## config.mk

```make
export PLATFORM = sky130hd
export DESIGN_NAME = tgl_hs_rx
export DESIGN_NICKNAME = d
export VERILOG_FILES = /design/src/rtl/tgl_hs_pkg.sv /design/src/rtl/tgl_sync.sv /design/src/rtl/tgl_hs_rx.sv
export SDC_FILE = /design/constraint.sdc
export NUM_CORES = 1
export LEC_CHECK = 0
export ABC_AREA = 1
export BUFFER_PORTS_ARGS = -buffer_cell sky130_fd_sc_hd__buf_2
export CAP_MARGIN = 20
export CORE_UTILIZATION = 43
export DETAILED_ROUTE_END_ITERATION = 12
export GPL_ROUTABILITY_DRIVEN = 0
export MAX_ROUTING_LAYER = met4
export PLACE_DENSITY = 0.72
export SYNTH_ARGS = -nofsm -noshare
export SYNTH_HDL_FRONTEND = slang
export SYNTH_SLANG_ARGS = --single-unit
```

## constraint.sdc

```tcl
create_clock -name clk -period 1.05 [get_ports clk]
set_input_delay 0.0525 -clock clk [delete_from_list [all_inputs] [get_ports clk]]
set_output_delay 0.0525 -clock clk [all_outputs]
set_load 0.01 [all_outputs]
```

## src/rtl/tgl_hs_pkg.sv

```systemverilog
// Shared types and default parameters for the toggle-handshake receiver.
package tgl_hs_pkg;

    typedef enum logic [0:0] {
        IDLE = 1'b0,
        FULL = 1'b1
    } state_t;

    localparam int DATA_W_DEF      = 8;
    localparam int SYNC_STAGES_DEF = 2;
    localparam int CNT_W_DEF       = 8;

endpackage

```

## src/rtl/tgl_sync.sv

```systemverilog
// Multi-flop synchroniser for a toggle signal, with a one-cycle delayed copy
// used to turn each level change into a single-cycle event.
module tgl_sync #(
    parameter int SYNC_STAGES = 2
) (
    input  logic clk,
    input  logic rst_n,
    input  logic tgl_in,
    output logic tgl_s,
    output logic edge_det
);

    logic [SYNC_STAGES-1:0] sync_q;
    logic [SYNC_STAGES-1:0] sync_d;
    logic                   prev_q;
    logic                   prev_d;

    // Next-state for the synchroniser chain and the delayed copy
    always_comb begin
        sync_d = {sync_q[SYNC_STAGES-2:0], tgl_in};
        prev_d = sync_q[SYNC_STAGES-1];
    end

    // Synchroniser and delayed-copy registers
    always_ff @(posedge clk or negedge rst_n) begin
        if (!rst_n) begin
            sync_q <= {SYNC_STAGES{1'b0}};
            prev_q <= 1'b0;
        end else begin
            sync_q <= sync_d;
            prev_q <= prev_d;
        end
    end

    assign tgl_s    = sync_q[SYNC_STAGES-1];
    assign edge_det = sync_q[SYNC_STAGES-1] ^ prev_q;

endmodule

```

## src/rtl/tgl_hs_rx.sv

```systemverilog
// Receiving end of a two-phase toggle handshake: captures one word per req
// toggle, offers it on valid/ready and toggles ack once it has been consumed.
module tgl_hs_rx
    import tgl_hs_pkg::*;
#(
    parameter int DATA_W      = DATA_W_DEF,
    parameter int SYNC_STAGES = SYNC_STAGES_DEF,
    parameter int CNT_W       = CNT_W_DEF
) (
    input  logic              clk,
    input  logic              clear_n,
    input  logic              req_tgl,
    input  logic [DATA_W-1:0] data_in,
    output logic              ack_tgl,
    output logic              out_valid,
    output logic [DATA_W-1:0] out_data,
    input  logic              out_ready,
    output logic [CNT_W-1:0]  evt_count,
    output logic              proto_err
);

    logic req_s;
    logic req_edge_s;

    tgl_sync #(
        .SYNC_STAGES(SYNC_STAGES)
    ) u_req_sync (
        .clk      (clk),
        .rst_n    (clear_n),
        .tgl_in   (req_tgl),
        .tgl_s    (req_s),
        .edge_det (req_edge_s)
    );

    state_t            state_q,     state_d;
    logic              ack_q,       ack_d;
    logic              valid_q,     valid_d;
    logic [DATA_W-1:0] data_q,      data_d;
    logic [CNT_W-1:0]  cnt_q,       cnt_d;
    logic              err_q,       err_d;

    // Capture/consume state machine; a toggle seen while full is dropped
    always_comb begin
        state_d = state_q;
        ack_d   = ack_q;
        valid_d = valid_q;
        data_d  = data_q;
        cnt_d   = cnt_q;
        err_d   = err_q;
        case (state_q)
            IDLE: begin
                if (req_edge_s) begin
                    data_d  = data_in;
                    valid_d = 1'b1;
                    cnt_d   = cnt_q + CNT_W'(1);
                    state_d = FULL;
                end else begin
                    valid_d = 1'b0;
                end
            end
            FULL: begin
                if (req_edge_s) begin
                    err_d = 1'b1;
                end else begin
                    err_d = err_q;
                end
                if (valid_q && out_ready) begin
                    valid_d = 1'b0;
                    ack_d   = ~ack_q;
                    state_d = IDLE;
                end else begin
                    valid_d = 1'b1;
                end
            end
            default: begin
                valid_d = 1'b0;
                state_d = IDLE;
            end
        endcase
    end

    // State and output registers
    always_ff @(posedge clk or negedge clear_n) begin
        if (!clear_n) begin
            state_q <= IDLE;
            ack_q   <= 1'b0;
            valid_q <= 1'b0;
            data_q  <= {DATA_W{1'b0}};
            cnt_q   <= {CNT_W{1'b0}};
            err_q   <= 1'b0;
        end else begin
            state_q <= state_d;
            ack_q   <= ack_d;
            valid_q <= valid_d;
            data_q  <= data_d;
            cnt_q   <= cnt_d;
            err_q   <= err_d;
        end
    end

    assign ack_tgl   = ack_q;
    assign out_valid = valid_q;
    assign out_data  = data_q;
    assign evt_count = cnt_q;
    assign proto_err = err_q;

endmodule

```

# == After elaboration in Yosys (flattened, before gate mapping) ==
# Index checks and enable logic that the tools add are counted.
# Widths: inputs -> output; s select.
# word_totals
reg_bits,22
out_inout_bits,19
in_bits,12
elab_cells,18
# op_classes
n_reduce_logical,4
addsub,1
mux,3
bitwise,3
# ops
op,count
$add 8x1->8 const B,1
$reduce_and 2->1,3
$mux 1,2
$not 1->1,2
$pmux 1 s2,1
$logic_and 1x1->1,1
$xor 1x1->1,1

# == Depth between registers and ports, before layout ==
# Gate-level depths: netlist of the first run.
# depth
ltp_word,3
ltp_mapped,7
mapped_depth_nobuf,7

# == Cells and area by module ==
# Synthesis of the first run repeated with hierarchy kept, for this count alone.
# unflattened
cells_unflattened,103
area_unflattened_um2,920.9
# modules_own_cells
mod,cells_each,seq_area_each_um2,area_each_um2,n_inst
tgl_hs_rx,95,475.5,827.0,1
tgl_sync,8,75.1,93.8,1

# == Worst setup path after synthesis of the first run ==
# OpenSTA, ideal clock, no wires.
# synth_path
path_kind,register -> register
from,register cnt_q[0] (netlist: evt_count[0])
to,register cnt_q[4] (netlist: evt_count[4])
path_slack_ns,-0.037
arrival_ns,0.964
synth_period_minus_slack_ns,1.087
setup_time_ns,0.123
path_stages_with_launch,5
cell_sequence,dfrtp_1 ha_1 nand3_1 o21ai_0 nand2_1
# synth_via
elab_chain_len,1
# synth_lines
item,line,rtl
start: declaration,tgl_hs_rx.sv:39,"logic [CNT_W-1:0] cnt_q, cnt_d;"
start signal: assignment,tgl_hs_rx.sv:89,cnt_q <= {CNT_W{1'b0}};
start signal: assignment,tgl_hs_rx.sv:96,cnt_q <= cnt_d;
$add 8x1->8,tgl_hs_rx.sv:55,cnt_d = cnt_q + CNT_W'(1);
# Every way passes these cells.
# A chain may end at the register's enable or synchronous reset.

# == Worst setup path in the final report of the first run ==
# layout_path
from,register u_req_sync.sync_q[1]
to,register data_q[5] (netlist: out_data[5])
# layout_via
elab_chain_len,2
# layout_lines
item,line,rtl
start: declaration,tgl_sync.sv:13,logic [SYNC_STAGES-1:0] sync_q;
start signal: assignment,tgl_sync.sv:27,sync_q <= {SYNC_STAGES{1'b0}};
start signal: assignment,tgl_sync.sv:30,sync_q <= sync_d;
$xor 1x1->1,tgl_sync.sv:36,assign edge_det = sync_q[SYNC_STAGES-1] ^ prev_q;
$reduce_and 2->1 (no line),n/a,
end signal: assignment,tgl_hs_rx.sv:88,data_q <= {DATA_W{1'b0}};
end signal: assignment,tgl_hs_rx.sv:95,data_q <= data_d;
end: declaration,tgl_hs_rx.sv:38,"logic [DATA_W-1:0] data_q, data_d;"
# Every way passes these cells.

==> run_results.csv, run 1 <==
group,metric,value,unit
final_layout,fin_util,74.51,%
synth,synthesis.instances,108,
power,p_leak,0.7811,nW
sta,finalWorstSetupSlack,-0.04795,ns
detailed_routing,route.detailed.drc,0,
sta,relSlewSlack,68.04,%
setup_path,worstPathMaxFanout,9,
grt,antenna_found_initial,0,
setup_path,critPathLaunchType,"register",
place,placed_cells,171,
place,dpl.hpwl,1283,µm
clock_tree,clkSinkCount,22,
sta,finalClockSkew,0.01191,ns
grt,grt_pass1_wl,3208,µm
sta,post-route-min-period,1.098,ns
final_layout,diodes,0,
detailed_routing,ant_nets,0,
floorplan,ioPinCount,31,
final_layout,multi_input_area,381.6,µm²
final_layout,layout.nets,182,
detailed_routing,firstDrtPassIters,5,
final_layout,drive_above_1_share,39.29,%
power,ir_drop,1358,µV
final_layout,instances_no_fill,195,
place,port_buffers,30,
clock_tree,cts_tree,"built",
sta,grt_setup_unrepaired,"true",
sta,fmax,0.9108,GHz
synth,synth_nets,121,
detailed_routing,num_vias,884,
sta,finalSetupViolCount,16,
detailed_routing,drt_iter0_markers,15,
setup_path,end_kind,"register",
sta,period_share,104.6,%
setup_path,critPathKind,"reg -> reg",
synth,syn-cell-area,943.4,µm²
place,post-place-ws,-0.04129,ns
clock_tree,htreeDepth,1,
flow_run,cap_violations,0,
synth,yosysWarnings,0,
status,status,"finished with violations",
detailed_routing,wirelength,2076,µm
synth,synthTopCellsByArea,"dfrtp_1 58%, nand2_1 23%, inv_1 2.8%",
floorplan,die_area,0.002385,mm²
clock_tree,cts_buffer_depth,2,
power,power_density,2172,mW/mm²
synth,ys_types,16,
synth,ys_seq_area_share,58.36,%
final_layout,design_area,0.001506,mm²
sta,tightest_slew,0.4793,ns
final_layout,regArea,551.8,µm²
clock_tree,root_buffer,"clkbuf_4",
synth,syn_avg_cell_area,8.735,µm²
floorplan,coreArea,0.002022,mm²
floorplan,die_x,48.84,µm
clock_tree,clk_latency,0.31,ns
setup_path,cp_data_arrival_time,1.30,ns
clock_tree,numCtsBuffers,3,
synth,yosys.area.top_type,"dfrtp_1",
hold_path,hp-class,"in -> async",
detailed_routing,wl_per_cell,10.65,µm
power,power.total,3.272,mW
grt,grt_use_total,18.16,%
floorplan,die_height,48.84,µm
final_layout,n_fill_cell,143,
status,violations,"setup timing",
setup_path,critPathRequiredTime,1.25,ns
floorplan,rows,16,
synth,ys_ff_latch,22,
grt,grt.overflow.total,0,
grt,grt_max_degree,23,
detailed_routing,via_per_inst,4.533,
grt,grt_pass1_vias,779,
sta,hold_viol,0,
synth,netlist.area_leader.share,58.36,%
sta,slew_violations,0,
final_layout,syn_to_final_growth,59.68,%
place,placed_area,0.001184,mm²
floorplan,start_util,46.66,%
clock_tree,clk_pin_slew,0.13,ns
==> logic make-up after synthesis <==
group / count (synthesis) / share of synthesized area, %
AND/OR/NAND/NOR: 70 / 31.03
flip-flops: 22 / 58.36
buffers and inverters: 10 / 5.439
AO/OA/AOI/OAI: 3 / 1.990
XOR/XNOR: 2 / 1.857
adder cells (fa/ha/maj): 1 / 1.326
==> per-layer routing <==
metal | share of wire, % | GRT usage (%)
met4 | 0.43 | 8.333
met3 | 4.9 | 4.673
met2 | 48 | 29.86
met5 | 0 | -
met1 | 46 | 20.77
==> where the power goes <==
part / internal [mW] / switching (mW)
logic: 0.730 / 0.614
registers: 1.07 / 0.213
clock network: 0.386 / 0.259
total: 2.19 / 1.09
==> Yosys cell counts, drive strengths merged <==
master,number
ha,1
inv,8
a31o,1
xnor2,2
nor3,1
nor2,4
nand3,5
nand3b,2
nand2,58
o21ai,2
buf,2
dfrtp,22
==> worst max-delay path, stage by stage, from the launching register on <==
cell and delay [ns]:
dfrtp_1 0.43, inv_1 0.07, nand2_2 0.06, nand3_4 0.12
inv_6 0.07, buf_12 0.13, nand2_1 0.05, nand2_1 0.05
==> through the flow <==
stage	setup TNS, ns	hold WS (ns)
3_3_place_gp	-0.002178	0.04318
2_1_floorplan	0	-0.2431
4_1_cts	-0.5243	0.2206
5_1_grt	-1.694	0.2550
6_report	-0.4931	0.2096
3_5_place_dp	-0.3158	0.04050
==> cell type report <==
type	count	share of cell area, %
sequential	22	36.63
timing repair buffer	58	29.98
multi-input combinational	76	25.33
inverter	8	2.326
tap	27	2.243
clock inverter	1	1.993
clock buffer	3	1.495
==> placed cells by master (no fill, tap or decap) <==
cell	Yosys	layout
xnor2_1	2	2
nor3_2	0	1
ha_4	0	1
dfrtp_2	0	1
buf_6	1	11
buf_12	0	1
inv_1	7	6
o21ai_0	2	1
inv_6	0	1
bufinv_16	0	1
o21ai_1	0	1
buf_2	0	26
nor2_4	0	1
nand3_4	1	1
nand3b_1	2	2
nand2_1	57	54
nand2_2	1	4
dlygate4sd3_1	0	11
nor2_2	0	3
a31o_2	1	1
buf_4	1	9
inv_2	0	1
clkbuf_4	0	3
nand3_1	4	4
dfrtp_1	22	21
==> final timing paths <==
kind | endpoint | start | cells past startpoint | slack, ns
setup / recovery | out_data[5]$_DFFE_PN0P_ | u_req_sync.sync_q[1]$_DFF_PN0_ | 7 | -0.05
hold / removal | evt_count[2]$_DFFE_PN0P_ | clear_n | 2 | 0.21
setup reg to reg | out_data[5]$_DFFE_PN0P_ | u_req_sync.sync_q[1]$_DFF_PN0_ | 7 | -0.05
hold reg to reg | u_req_sync.sync_q[1]$_DFF_PN0_ | u_req_sync.sync_q[0]$_DFF_PN0_ | 0 | 0.37
max in group asynchronous | evt_count[1]$_DFFE_PN0P_ | clear_n | 2 | 0.49
min in group clk | u_req_sync.sync_q[1]$_DFF_PN0_ | u_req_sync.sync_q[0]$_DFF_PN0_ | 0 | 0.37
==> registers in the layout, indices dropped and copies added, names as in the netlist <==
| register | count |
|---|---|
| ack_tgl | 1 |
| evt_count | 8 |
| out_data | 8 |
| out_valid | 1 |
| proto_err | 1 |
| u_req_sync.prev_q | 1 |
| u_req_sync.sync_q | 2 |
==> timing repair <==
action / in CTS / in global routing
endpoints found under the setup margin: 19 / 21
pin swaps: 0 / 2
resized for setup: 7 / 17
hold buffers: 11 / 0
hold endpoints to repair: 33 / 0
setup buffers: 3 / 6
Note: power is estimated with default switching activity, not from simulation.
==> run 2: changes to the inputs <==
--- a/config.mk
+++ b/config.mk
@@ -5,14 +5,13 @@
 export SDC_FILE = /design/constraint.sdc
 export NUM_CORES = 1
 export LEC_CHECK = 0
-export ABC_AREA = 1
 export BUFFER_PORTS_ARGS = -buffer_cell sky130_fd_sc_hd__buf_2
 export CAP_MARGIN = 20
-export CORE_UTILIZATION = 43
+export CORE_UTILIZATION = 42
 export DETAILED_ROUTE_END_ITERATION = 12
 export GPL_ROUTABILITY_DRIVEN = 0
-export MAX_ROUTING_LAYER = met4
 export PLACE_DENSITY = 0.72
+export SLEW_MARGIN = 20
 export SYNTH_ARGS = -nofsm -noshare
 export SYNTH_HDL_FRONTEND = slang
 export SYNTH_SLANG_ARGS = --single-unit
==> run 2 against run 1 <==
  * The flow still finishes with violations (setup timing)
  * Non-clock buffer count fell by 5
  * Count of clock-buffer cells in the layout rose by 1
  * First-iteration DRC count shrank 6.7%
  * Power fell by 5.2%
  * Utilization down 1.8 points
  * Worst setup slack lost 0.23 ns
  * Maximum frequency shrank 17%
  * Register-to-register slack worse by 0.23 ns
  * Via count down 22%
  * Area after synthesis down 7.7%
  * Critical endpoint is now out_data[6]$_DFFE_PN0P_
  * Largest power group unchanged
  * Highest routed layer unchanged
==> run_results.csv, run 2 <==
group,metric,value,unit
sta,finalSetupViolCount,19,
clock_tree,numCtsBuffers,3,
synth,ys_ff_latch,22,
synth,yosysMostFrequentCell,"dfrtp_1",
setup_path,cp_data_arrival_time,1.51,ns
grt,antenna_found_initial,0,
setup_path,critPathKind,"reg -> reg",
floorplan,rows,16,
sta,grt_setup_unrepaired,"true",
final_layout,diodes,0,
grt,grt_pass1_wl,3077,µm
detailed_routing,wirelength,2153,µm
status,status,"finished with violations",
place,placed_area,0.001125,mm²
sta,post-route-min-period,1.324,ns
synth,synth_edf_count,0,
final_layout,final_cell_mix,"26 x buf_2, 19 x dfrtp_1, 10 x dlygate4sd3_1, 9 x mux2_4, 9 x buf_6",
synth,synth_nets,69,
synth,yosys.area.top_type,"dfrtp_1",
setup_path,cp_slowest_stage_delay,0.46,ns
detailed_routing,route.detailed.drc,0,
synth,ys_seq_area_share,63.22,%
final_layout,drive_above_1_share,58.41,%
detailed_routing,drt_iter0_markers,14,
sta,slew_violations,0,
synth,synthesis.instances,56,
power,p_leak,0.7065,nW
floorplan,start_util,44.39,%
grt,grt_use_total,20.16,%
final_layout,layout.nets,127,
setup_path,path_delay_family,"flip-flops",
grt,grt_pass1_vias,695,
power,ir_drop,1135,µV
detailed_routing,ant_nets,0,
flow_run,cap_violations,0,
detailed_routing,via_per_inst,4.950,
setup_path,worstPathMaxFanout,5,
floorplan,ioPinCount,31,
floorplan,die_x,47.54,µm
clock_tree,clk_pin_slew,0.13,ns
clock_tree,cts_tree,"built",
floorplan,die_height,47.54,µm
place,post-place-ws,-0.2553,ns
hold_path,hp-class,"in -> reg",
synth,synth_common_cells,"22 x dfrtp_1, 6 x mux2_2, 5 x xor2_1",
place,port_buffers,30,
synth,async_reset_ff_share,100.0,%
status,violations,"setup timing",
setup_path,slowest_stage,"dfrtp_2",
sta,finalClockSkew,0.01599,ns
final_layout,final_common_cell,"buf_2",
clock_tree,cts_buffer_depth,2,
synth,syn_avg_cell_area,15.55,µm²
synth,yosysWarnings,0,
power,power_density,2173,mW/mm²
final_layout,design_area,0.001426,mm²
clock_tree,clkSinkCount,22,
sta,tightest_slew,0.4790,ns
setup_path,critPathLaunchType,"register",
sta,relSlewSlack,68.07,%
grt,grt_max_degree,23,
synth,netlist.area_leader.share,63.22,%
clock_tree,root_buffer,"clkbuf_4",
final_layout,syn_to_final_growth,63.79,%
sta,fmax,0.7553,GHz
synth,synthTopCellsByArea,"dfrtp_1 63%, mux2_2 7.8%, mux2_4 5.2%",
detailed_routing,num_vias,693,
synth,ys_types,18,
detailed_routing,wl_per_cell,15.38,µm
final_layout,n_fill_cell,125,
setup_path,crit_chain,"xnor2_4 > nor2_8 > buf_6 > mux2_4",
grt,grt.overflow.total,0,
floorplan,coreArea,0.001962,mm²
clock_tree,clk_latency,0.31,ns
detailed_routing,firstDrtPassIters,4,
sta,period_share,126.1,%
synth,syn-cell-area,870.8,µm²
setup_path,critPathRequiredTime,1.24,ns
clock_tree,htreeDepth,1,
floorplan,die_area,0.002260,mm²
synth,yosys_most_used_dff,"dfrtp_1",
setup_path,end_kind,"register",
sta,finalWorstSetupSlack,-0.2740,ns
place,dpl.hpwl,1272,µm
sta,hold_viol,0,
setup_path,crit_buf_inv,1,
==> run 2: final cells by class <==
class / count / area (µm²) / area share (%)
Clock buffer: 4 / 26.28 / 1.842
Multi-Input combinational cell: 34 / 407.9 / 28.60
Sequential cell: 22 / 554.3 / 38.86
Tap cell: 27 / 33.78 / 2.368
Timing Repair Buffer: 53 / 404.1 / 28.33
==> run 2: worst register-to-register path, cell delays in order, from the launching register on <==
cell	delay, ns
dfrtp_2	0.46
xnor2_4	0.17
nor2_8	0.11
buf_6	0.14
mux2_4	0.31
==> run 2: repair_timing <==
item | CTS | global route
buffers inserted | 5 | 2
hold endpoints to repair | 31 | 0
resized for setup | 13 | 15
pin swaps | 7 | 5
hold buffers | 10 | 0
endpoints found under the setup margin | 20 | 22
==> run 2: logic make-up after synthesis <==
group,Yosys count,synth area share [%]
adders and majority gates,1,1.437
DFF,22,63.22
xor gates and xnor gates,10,10.92
and+or+nand+nor,12,9.770
AOI/OAI and AO/OA,2,1.725
muxes,9,12.93
==> run 2: worst paths after layout <==
check / to / slack (ns) / cells past startpoint / from
min reg2reg: u_req_sync.sync_q[1]$_DFF_PN0_ / 0.37 / 0 / u_req_sync.sync_q[0]$_DFF_PN0_
min: ack_tgl$_DFFE_PN0P_ / 0.02 / 3 / out_ready
min in group asynchronous: evt_count[4]$_DFFE_PN0P_ / 0.21 / 2 / clear_n
max in group asynchronous: out_valid$_DFF_PN0_ / 0.49 / 2 / clear_n
max reg2reg: out_data[6]$_DFFE_PN0P_ / -0.27 / 4 / u_req_sync.sync_q[1]$_DFF_PN0_
max: out_data[6]$_DFFE_PN0P_ / -0.27 / 4 / u_req_sync.sync_q[1]$_DFF_PN0_
==> run 2: metal layers <==
| metal | part of all wire, % | GRT usage (%) | vias to the layer above |
|---|---|---|---|
| met5 | 0 | 0 | - |
| met4 | 3.0 | 12.78 | 0 |
| met3 | 4.4 | 4.528 | 8 |
| met2 | 53 | 32.33 | 27 |
| met1 | 39 | 24.58 | 344 |
| li1 | - | - | 314 |
==> run 2: stage by stage <==
| step | setup TNS [ns] | hold WS [ns] | std cells | power [mW] | utilization [%] |
|---|---|---|---|---|---|
| after global routing | -4.690 | 0.03017 | 140 | 3.297 | 72.70 |
| after CTS | -3.647 | 0.02512 | 139 | 2.863 | 69.32 |
| final | -3.871 | 0.01684 | 140 | 3.100 | 72.70 |
| after detailed placement | -3.120 | 0.03928 | 120 | 2.300 | 57.33 |
| after global placement | -2.611 | 0.03201 | 120 | 2.229 | 57.33 |
| after floorplan | -1.978 | -0.2431 | 56 | 1.786 | - |
==> run 2: power breakdown <==
part / total [mW] / switching, mW / internal [mW]
logic: 1.39 / 0.548 / 0.839
registers: 1.32 / 0.221 / 1.10
clock network: 0.394 / 0.246 / 0.148
==> run 3: changes to the inputs <==
--- a/config.mk
+++ b/config.mk
@@ -6,11 +6,10 @@
 export NUM_CORES = 1
 export LEC_CHECK = 0
 export BUFFER_PORTS_ARGS = -buffer_cell sky130_fd_sc_hd__buf_2
-export CAP_MARGIN = 20
 export CORE_UTILIZATION = 42
 export DETAILED_ROUTE_END_ITERATION = 12
 export GPL_ROUTABILITY_DRIVEN = 0
-export PLACE_DENSITY = 0.72
+export PLACE_DENSITY = 0.75
 export SLEW_MARGIN = 20
 export SYNTH_ARGS = -nofsm -noshare
 export SYNTH_HDL_FRONTEND = slang
==> run 3 against run 2 <==
  * Non-clock buffer count decreased by 1
  * Critical endpoint is now out_data[4]$_DFFE_PN0P_
  * Register-to-register slack about the same
  * Power up 2.5%
  * Count of clock-buffer cells in the layout did not move
  * Clock skew decreased by 0.012 ns
  * Sequential power barely moved
  * Maximum frequency up 0.79%
  * Final cell count unchanged
  * Worst setup slack improved by 0.010 ns
  * Hold slack lost 0.0067 ns
  * The run still ends with setup timing left
  * Combinational power about the same
  * Highest routed layer unchanged
  * Largest cell class unchanged
  * Via count fell by 3.3%
==> run_results.csv, run 3 (same netlist as run 2, synthesis figures left out) <==
group,metric,value,unit
status,status,"finished with violations",
status,violations,"setup timing",
sta,grt_setup_unrepaired,"true",
clock_tree,clk_latency,0.30,ns
clock_tree,htreeDepth,1,
floorplan,die_height,47.54,µm
floorplan,die_area,0.002260,mm²
sta,finalWorstSetupSlack,-0.2636,ns
final_layout,design_area,0.001395,mm²
grt,grt_pass1_wl,2870,µm
floorplan,ioPinCount,31,
setup_path,cp_data_arrival_time,1.51,ns
detailed_routing,firstDrtPassIters,4,
sta,tns,-3.901,ns
place,dpl.hpwl,1111,µm
power,p_switching,1.016,mW
grt,grt_use_total,19.18,%
detailed_routing,drt_iter0_markers,7,
setup_path,path_delay_family,"flip-flops",
sta,fmax,0.7613,GHz
power,p_int,2.161,mW
sta,post-route-min-period,1.314,ns
floorplan,die_x,47.54,µm
sta,tightest_slew,0.4676,ns
power,power_density,2277,mW/mm²
final_layout,layout.nets,127,
setup_path,worstPathMaxFanout,5,
sta,relSlewSlack,68.83,%
final_layout,drive_above_1_share,56.64,%
detailed_routing,ant_nets,0,
detailed_routing,via_per_inst,4.786,
final_layout,syn_to_final_growth,60.20,%
setup_path,critPathLaunchType,"register",
flow_run,cap_violations,0,
sta,period_share,125.1,%
clock_tree,cts_buffer_depth,2,
detailed_routing,route.detailed.drc,0,
power,ir_drop,1143,µV
sta,slew_violations,0,
power,seq_power_share,42.0,%
final_layout,fin_util,71.11,%
power,combPwrFrac,43.4,%
grt,grt_max_degree,23,
detailed_routing,wirelength,2018,µm
final_layout,final_common_cell,"buf_2",
grt,grt_pass1_vias,636,
setup_path,slowest_stage,"dfrtp_2",
clock_tree,clkSinkCount,22,
setup_path,crit_chain,"xnor2_4 > nor2_4 > mux2_4",
setup_path,cp_slowest_stage_delay,0.48,ns
place,port_buffers,30,
power,p_clk_share,14.6,%
power,p_sw_share,31.99,%
detailed_routing,wl_per_cell,14.41,µm
detailed_routing,num_vias,670,
grt,antenna_found_initial,0,
clock_tree,root_buffer,"clkbuf_4",
clock_tree,cts_tree,"built",
sta,hold_viol,0,
sta,finalClockSkew,0.004389,ns
setup_path,end_kind,"register",
setup_path,rrSetupSlack,-0.26,ns
final_layout,final_cell_mix,"26 x buf_2, 19 x dfrtp_1, 10 x dlygate4sd3_1, 9 x mux2_4, 8 x buf_6",
grt,grt.overflow.total,0,
clock_tree,clk_pin_slew,0.12,ns
setup_path,critPathRequiredTime,1.25,ns
power,p_leak,0.6863,nW
setup_path,critPathKind,"reg -> reg",
floorplan,rows,16,
floorplan,start_util,44.39,%
clock_tree,numCtsBuffers,3,
hold_path,hp-class,"in -> reg",
sta,finalSetupViolCount,19,
place,placed_area,0.001132,mm²
setup_path,crit_buf_inv,0,
floorplan,coreArea,0.001962,mm²
final_layout,diodes,0,
## run 3: cell count changes in the layout (fill, tap and decap cells not counted), sizes merged
cell  change
buf       -1
nor2      +1
## run 3: routing by layer
metal | vias up | wire length (µm) | GRT usage, %
li1 | 311 | - | -
met5 | - | 0 | 0
met4 | 0 | 24 | 10.56
met1 | 339 | 808 | 22.30
met3 | 4 | 59 | 4.151
met2 | 16 | 1125 | 32.88
## run 3: area by class of cell
type | instances | area (µm²)
sequential | 22 | 554.3
tap | 27 | 33.78
fill | 152 | 566.8
multi-input combinational | 35 | 377.9
timing repair buffer | 52 | 392.9
clock buffer | 4 | 36.28
## run 3: tightest hold or removal path, stage by stage
cell     delay, ns
buf_2         0.07
nand2_1       0.07
o21a_1        0.10
## run 3: timing repair
item	in CTS	in global routing
cloned	1	0
gates resized for setup	6	10
setup buffers	1	3
setup endpoints to repair	21	23
hold buffers	10	0
pin swaps	5	2
hold endpoints to repair	31	0
## run 3: final timing paths
kind | from | end | cells after the start
setup / recovery | u_req_sync.sync_q[1]$_DFF_PN0_ | out_data[4]$_DFFE_PN0P_ | 3
min in group asynchronous | clear_n | evt_count[5]$_DFFE_PN0P_ | 2
hold reg to reg | u_req_sync.sync_q[0]$_DFF_PN0_ | u_req_sync.sync_q[1]$_DFF_PN0_ | 0
hold / removal | out_ready | out_valid$_DFF_PN0_ | 3
setup reg to reg | u_req_sync.sync_q[1]$_DFF_PN0_ | out_data[4]$_DFFE_PN0P_ | 3
max in group asynchronous | clear_n | out_valid$_DFF_PN0_ | 2
## run 3: metrics by stage
stage          hold slack [ns]  instances  setup WS (ns)  power, mW
2_1_floorplan          -0.2431         56        -0.2000      1.786
3_3_place_gp           0.03267        121        -0.2152      2.234
3_5_place_dp           0.04529        121        -0.2384      2.288
4_1_cts                0.01352        137        -0.2461      2.901
5_1_grt                0.03775        140        -0.3087      3.376
6_report               0.01015        140        -0.2636      3.177
## run 3: power groups by stage
| stage | sequential, mW | clock [mW] | combinational, mW |
|---|---|---|---|
| detailed placement | 1.31 | 0 | 0.981 |
| floorplan | 1.43 | 0 | 0.356 |
| CTS | 1.30 | 0.473 | 1.13 |
| global placement | 1.29 | 0 | 0.941 |
| finish | 1.34 | 0.463 | 1.38 |
| global route | 1.36 | 0.510 | 1.50 |
